==> config.mk <==
export PLATFORM = sky130hd
export DESIGN_NAME = fetch_pc_unit
export DESIGN_NICKNAME = d
export VERILOG_FILES = /design/src/rtl/fetch_pc_unit_pkg.sv /design/src/rtl/fetch_queue.sv /design/src/rtl/fetch_pc_unit.sv
export SDC_FILE = /design/constraint.sdc
export NUM_CORES = 1
export LEC_CHECK = 0
export ABC_AREA = 1
export CAP_MARGIN = 20
export CORE_UTILIZATION = 55
export DETAILED_ROUTE_END_ITERATION = 7
export MAX_ROUTING_LAYER = met4
export PLACE_DENSITY = 0.83
export SLEW_MARGIN = 40
export SYNTH_ARGS = -nofsm -noshare
export SYNTH_HDL_FRONTEND = slang
export SYNTH_SLANG_ARGS = --single-unit
export TNS_END_PERCENT = 1
==> constraint.sdc <==
create_clock -name clk -period 7 [get_ports clk]
set_input_delay 0.7 -clock clk [delete_from_list [all_inputs] [get_ports clk]]
set_output_delay 0.7 -clock clk [all_outputs]
set_load 0.01 [all_outputs]
==> src/rtl/fetch_pc_unit_pkg.sv <==
// ============================================================================
// fetch_pc_unit_pkg : shared constants, fetch-queue entry type, PC helper
// Revision 1.0
// ============================================================================
`default_nettype none

package fetch_pc_unit_pkg;

  localparam int          ILEN             = 32;
  localparam logic [31:0] RESET_PC_DEFAULT = 32'h0000_0000;
  localparam logic [31:0] PC_STEP          = 32'd4;
  localparam logic [31:0] NOP_INSTR        = 32'h0000_0013;

  typedef struct packed {
    logic [ILEN-1:0] pc;
    logic [ILEN-1:0] instr;
  } fetch_entry_t;

  function automatic logic [ILEN-1:0] word_align(input logic [ILEN-1:0] addr);
    return {addr[ILEN-1:2], 2'b00};
  endfunction

endpackage

`default_nettype wire

==> src/rtl/fetch_queue.sv <==
// ============================================================================
// fetch_queue : in-order {pc,instr} FIFO; flush beats push, head holds when empty
// Revision 1.0
// ============================================================================
`default_nettype none

module fetch_queue
  import fetch_pc_unit_pkg::*;
#(
  parameter int DEPTH = 2
) (
  input  logic         clk,
  input  logic         rst_l,
  input  logic         push_i,
  input  logic         pop_i,
  input  logic         flush_i,
  input  fetch_entry_t wdata_i,
  output logic         full_o,
  output logic         empty_o,
  output fetch_entry_t head_o
);

  localparam int             PTR_W    = $clog2(DEPTH);
  localparam logic [PTR_W:0] FULL_CNT = (PTR_W+1)'(DEPTH);
  localparam logic [PTR_W:0] CNT_ONE  = (PTR_W+1)'(1);
  localparam logic [PTR_W-1:0] PTR_ONE = PTR_W'(1);

  fetch_entry_t       mem_q [DEPTH];
  fetch_entry_t       hold_q;
  logic [PTR_W-1:0]   rd_ptr_q, wr_ptr_q;
  logic [PTR_W:0]     count_q;
  logic               w_do_pop, w_do_push;

  assign empty_o   = (count_q == '0);
  assign full_o    = (count_q == FULL_CNT);
  assign w_do_pop  = pop_i & ~empty_o;
  assign w_do_push = push_i & ~flush_i & (~full_o | w_do_pop);

  always_ff @(posedge clk or negedge rst_l) begin
    if (!rst_l) begin
      rd_ptr_q <= '0;
      wr_ptr_q <= '0;
      count_q  <= '0;
    end else if (flush_i) begin
      rd_ptr_q <= '0;
      wr_ptr_q <= '0;
      count_q  <= '0;
    end else begin
      if (w_do_push) wr_ptr_q <= wr_ptr_q + PTR_ONE;
      if (w_do_pop)  rd_ptr_q <= rd_ptr_q + PTR_ONE;
      case ({w_do_push, w_do_pop})
        2'b10:   count_q <= count_q + CNT_ONE;
        2'b01:   count_q <= count_q - CNT_ONE;
        default: count_q <= count_q;
      endcase
    end
  end

  always_ff @(posedge clk) begin
    if (w_do_push) mem_q[wr_ptr_q] <= wdata_i;
  end

  // Remembers the last presented head so the outputs stay stable once drained.
  always_ff @(posedge clk or negedge rst_l) begin
    if (!rst_l) begin
      hold_q <= '0;
    end else if (!empty_o) begin
      hold_q <= mem_q[rd_ptr_q];
    end
  end

  assign head_o = empty_o ? hold_q : mem_q[rd_ptr_q];

endmodule

`default_nettype wire

==> src/rtl/fetch_pc_unit.sv <==
// ============================================================================
// fetch_pc_unit : PC register, fetch/redirect control and decode-side fetch queue
// Revision 1.0
// ============================================================================
`default_nettype none

module fetch_pc_unit
  import fetch_pc_unit_pkg::*;
#(
  parameter logic [31:0] RESET_PC = RESET_PC_DEFAULT,
  parameter int          QDEPTH   = 2
) (
  input  logic        clk,
  input  logic        rst_l,
  output logic [31:0] imem_addr,
  input  logic [31:0] imem_rdata,
  input  logic        stall,
  input  logic        redirect_vld,
  input  logic [31:0] redirect_pc,
  output logic        out_valid,
  input  logic        out_ready,
  output logic [31:0] out_instr,
  output logic [31:0] out_pc
);

  logic [31:0]  pc_q, pc_d;
  logic         w_full, w_empty, w_deq, w_fetch;
  fetch_entry_t w_push_entry, w_head;

  assign out_valid = ~w_empty;
  assign w_deq     = out_valid & out_ready;
  assign w_fetch   = ~stall & ~redirect_vld & (~w_full | w_deq);

  always_comb begin
    pc_d = pc_q;
    if (redirect_vld) begin
      pc_d = word_align(redirect_pc);
    end else if (w_fetch) begin
      pc_d = pc_q + PC_STEP;
    end
  end

  always_ff @(posedge clk or negedge rst_l) begin
    if (!rst_l) begin
      pc_q <= RESET_PC;
    end else begin
      pc_q <= pc_d;
    end
  end

  assign imem_addr          = pc_q;
  assign w_push_entry.pc    = pc_q;
  assign w_push_entry.instr = imem_rdata;

  fetch_queue #(
    .DEPTH (QDEPTH)
  ) u_fetch_queue (
    .clk     (clk),
    .rst_l   (rst_l),
    .push_i  (w_fetch),
    .pop_i   (w_deq),
    .flush_i (redirect_vld),
    .wdata_i (w_push_entry),
    .full_o  (w_full),
    .empty_o (w_empty),
    .head_o  (w_head)
  );

  assign out_pc    = w_head.pc;
  assign out_instr = w_head.instr;

endmodule

`default_nettype wire

==> summary.txt <==
Setup path
  • Req. time, crit path: 6.30 ns
  • CP Max Fanout: 64
  • Data arrival time of the critical path: 3.01 ns
  • CP endpoint kind: output pin
  • Kind of start point of the critical path: flip-flop
  • Critical path class: flip-flop to output pin

Synthesis
  • Count leader, synth: nand2_1
  • Count of different cell masters after synthesis: 28
  • Mapped Cells: 846
  • Synth area leader: edfxtp_1
  • Ys async rst share: 44.1%
  • Netlist Area Pre-Place: 8990 sq um
  • Flops & latches, synth: 222
  • Yosys warnings: 0
  • Post-synth EDFFs: 124
  • Commonest cells post-synth: 288 x nand2_1, 124 x edfxtp_1, 107 x nor2_1
  • Yosys top cell area share: 41.4%
  • Avg Synthesized Cell Area: 10.6 sq um
  • Share of the yosys chip area belonging to registers: 68.7%
  • Top FF cell, synth: edfxtp_1
  • Synth top area cells: edfxtp_1 41%, dfrtp_1 27%, nand2_1 12%

Clocking
  • TritonCTS clock tree: done
  • Post-CTS Setup Inserts: 0
  • Clk_lat worst skew: 0.50 ns
  • Hold Buf Count CTS: 0
  • Clock Pin Slew Worst Setup and Hold Paths: 0.06 ns
  • Maximum clock path buffer count: 3
  • CTS resizes: 0
  • TritonCTS buffer count: 23
  • H-tree depth: 1
  • Root buf cell: clkbuf_16
  • Clock Sink Count: 222

Die
  • Cell Rows: 46
  • Die Span Y: 130 um
  • Die Span X: 130 um
  • Initial Util: 56.4%
  • I/O Pins: 166
  • Core Footprint: 15900 sq um
  • Die area: 16900 sq um

Worst hold path
  • Worst min-delay path class: input port to asynchronous set/reset pin

Detailed routing
  • DRT antenna net count: 0
  • WL final: 20.7 mm
  • Iteration-0 DRC Markers: 431
  • Drt drc: 0
  • Vias: 6689
  • Vias/cell: 5.41
  • Detailed Routing Iterations Pass 1: 5
  • Per-cell routed wire length: 16.7 um

Global routing
  • Largest net degree at the start of global routing: 111
  • Vias in the first global route: 6681
  • Grt ovf: 0
  • All-Layer GR Usage: 26.4%
  • First-pass GRT wire length: 33.3 mm
  • Initial antenna violation count: 0

Power
  • Peak VDD IR: 0.186 mV
  • Pwr dens: 341 nW/um^2
  • Static Leak: 4.48 nW

Flow run
  • Max-Cap Viols: 0

STA
  • Final Max Tran Viols: 0
  • Setup Skew: 0.0155 ns
  • Setup TNS: 0 ns
  • Minimum clock period: 3.71 ns
  • Slew Limit Headroom: 48.2%
  • Final period util: 53.1%
  • Max frequency: 269 MHz
  • RSZ-0062 raised after global routing: no
  • Final setup viols: 0
  • Fin. Hold Viols: 0
  • Worst Tran Pin Value: 0.777 ns

Cells and area
  • ANT cells: 0
  • P&R area growth vs syn: 28.1%
  • Share of cells above drive strength 1: 6.86%
  • Post-layout util: 72.2%
  • Net count reported at finish: 1074

Status
  • Status: finished clean

Placement
  • RD Place Congestion: 0.920
  • Detailed Place HPWL: 13.1 mm
  • I/O Buffers: 161
## layer usage
layer,part of all wire [%],track usage (%)
met5,0,-
met3,7.2,4.43
met1,40,31.8
met4,3.6,9.99
met2,50,44.7
## layout by cell type (no fill, tap or decap), types with 2 or more instances in the layout
cell type,synthesis,routed
nand2_2,5,5
nor2_1,107,105
a31oi_1,62,62
nand2_1,288,287
clkbuf_8,0,2
clkbuf_16,0,23
xor2_1,11,11
clkdlybuf4s50_1,0,160
nor2_2,9,9
xnor2_1,4,4
conb_1,1,2
a21oi_1,2,2
buf_16,0,2
o211ai_1,8,8
o21ai_0,6,6
inv_2,4,3
buf_4,3,6
clkinvlp_4,0,3
nand3_1,37,37
clkinv_1,0,5
inv_1,31,31
clkinv_2,0,3
dfrtp_1,98,97
edfxtp_1,124,124
o21bai_1,3,3
nand2_4,1,2
nor2_4,3,5
clkbuf_1,13,4
## logic make-up after synthesis
logic type / share of synthesized area (%)
simple gates: 20.4
fa+ha+maj: 0.139
xor+xnor: 1.46
other cells: 0.0417
compound gates: 5.75
buf+inv: 3.49
flops: 68.7
## final timing paths
kind	from	endpoint	slack [ns]	cells past startpoint
setup / recovery	u_fetch_queue.rd_ptr_q	out_pc[13]	3.29	5
hold / removal	rst_l	imem_addr[24]	0.22	1
setup reg to reg	u_fetch_queue.count_q[0]	u_fetch_queue.mem_q[1][14]	4.58	5
hold reg to reg	u_fetch_queue.hold_q[32]	u_fetch_queue.hold_q[32]	0.49	2
max in group asynchronous	rst_l	u_fetch_queue.rd_ptr_q	5.58	2
min in group clk	u_fetch_queue.hold_q[32]	u_fetch_queue.hold_q[32]	0.49	2
## per-stage QoR
stage / instance area (sq um) / total power, W / hold slack [ns] / worst slack (ns) / cells
after floorplan: 8990 / 0.00224 / 0.404 / 2.78 / 847
after global placement: 10800 / 0.00279 / 0.474 / 3.37 / 1193
after detailed placement: 10800 / 0.00285 / 0.480 / 3.60 / 1195
after CTS: 11500 / 0.00396 / 0.243 / 3.28 / 1237
after global routing: 11500 / 0.00413 / 0.268 / 3.15 / 1237
final: 11500 / 0.00393 / 0.222 / 3.29 / 1237
## final cells by class
| type | instances | area [sq um] |
|---|---|---|
| tap | 216 | 270 |
| timing repair buffer | 169 | 1710 |
| clock buffer | 29 | 618 |
| clock inverter | 13 | 73.8 |
| fill | 1110 | 4430 |
| sequential | 222 | 6180 |
| multi-input combinational | 553 | 2520 |
| inverter | 35 | 134 |
## flip-flops by register name, summed over array words and instances (netlist names)
register / flops
u_fetch_queue.rd_ptr_q: 1
u_fetch_queue.wr_ptr_q: 1
u_fetch_queue.mem_q: 124
u_fetch_queue.count_q: 2
imem_addr: 30
u_fetch_queue.hold_q: 64
## power by group
group	switching [W]	total [W]	leakage, nW	internal [W]
registers	0.000118	0.00175	2.26	0.00163
logic	0.000538	0.00107	1.88	0.000531
clock network	0.000484	0.00111	0.331	0.000627
total	0.00114	0.00393	4.48	0.00279
## worst max-delay path, cell delays in order, from the launching register on
cell	delay, ns
dfrtp_2	0.38
buf_4	0.36
inv_4	0.63
nand2_1	0.11
a31oi_1	0.41
clkdlybuf4s50_1	0.62
No activity file was read; power rests on OpenSTA's default activity.
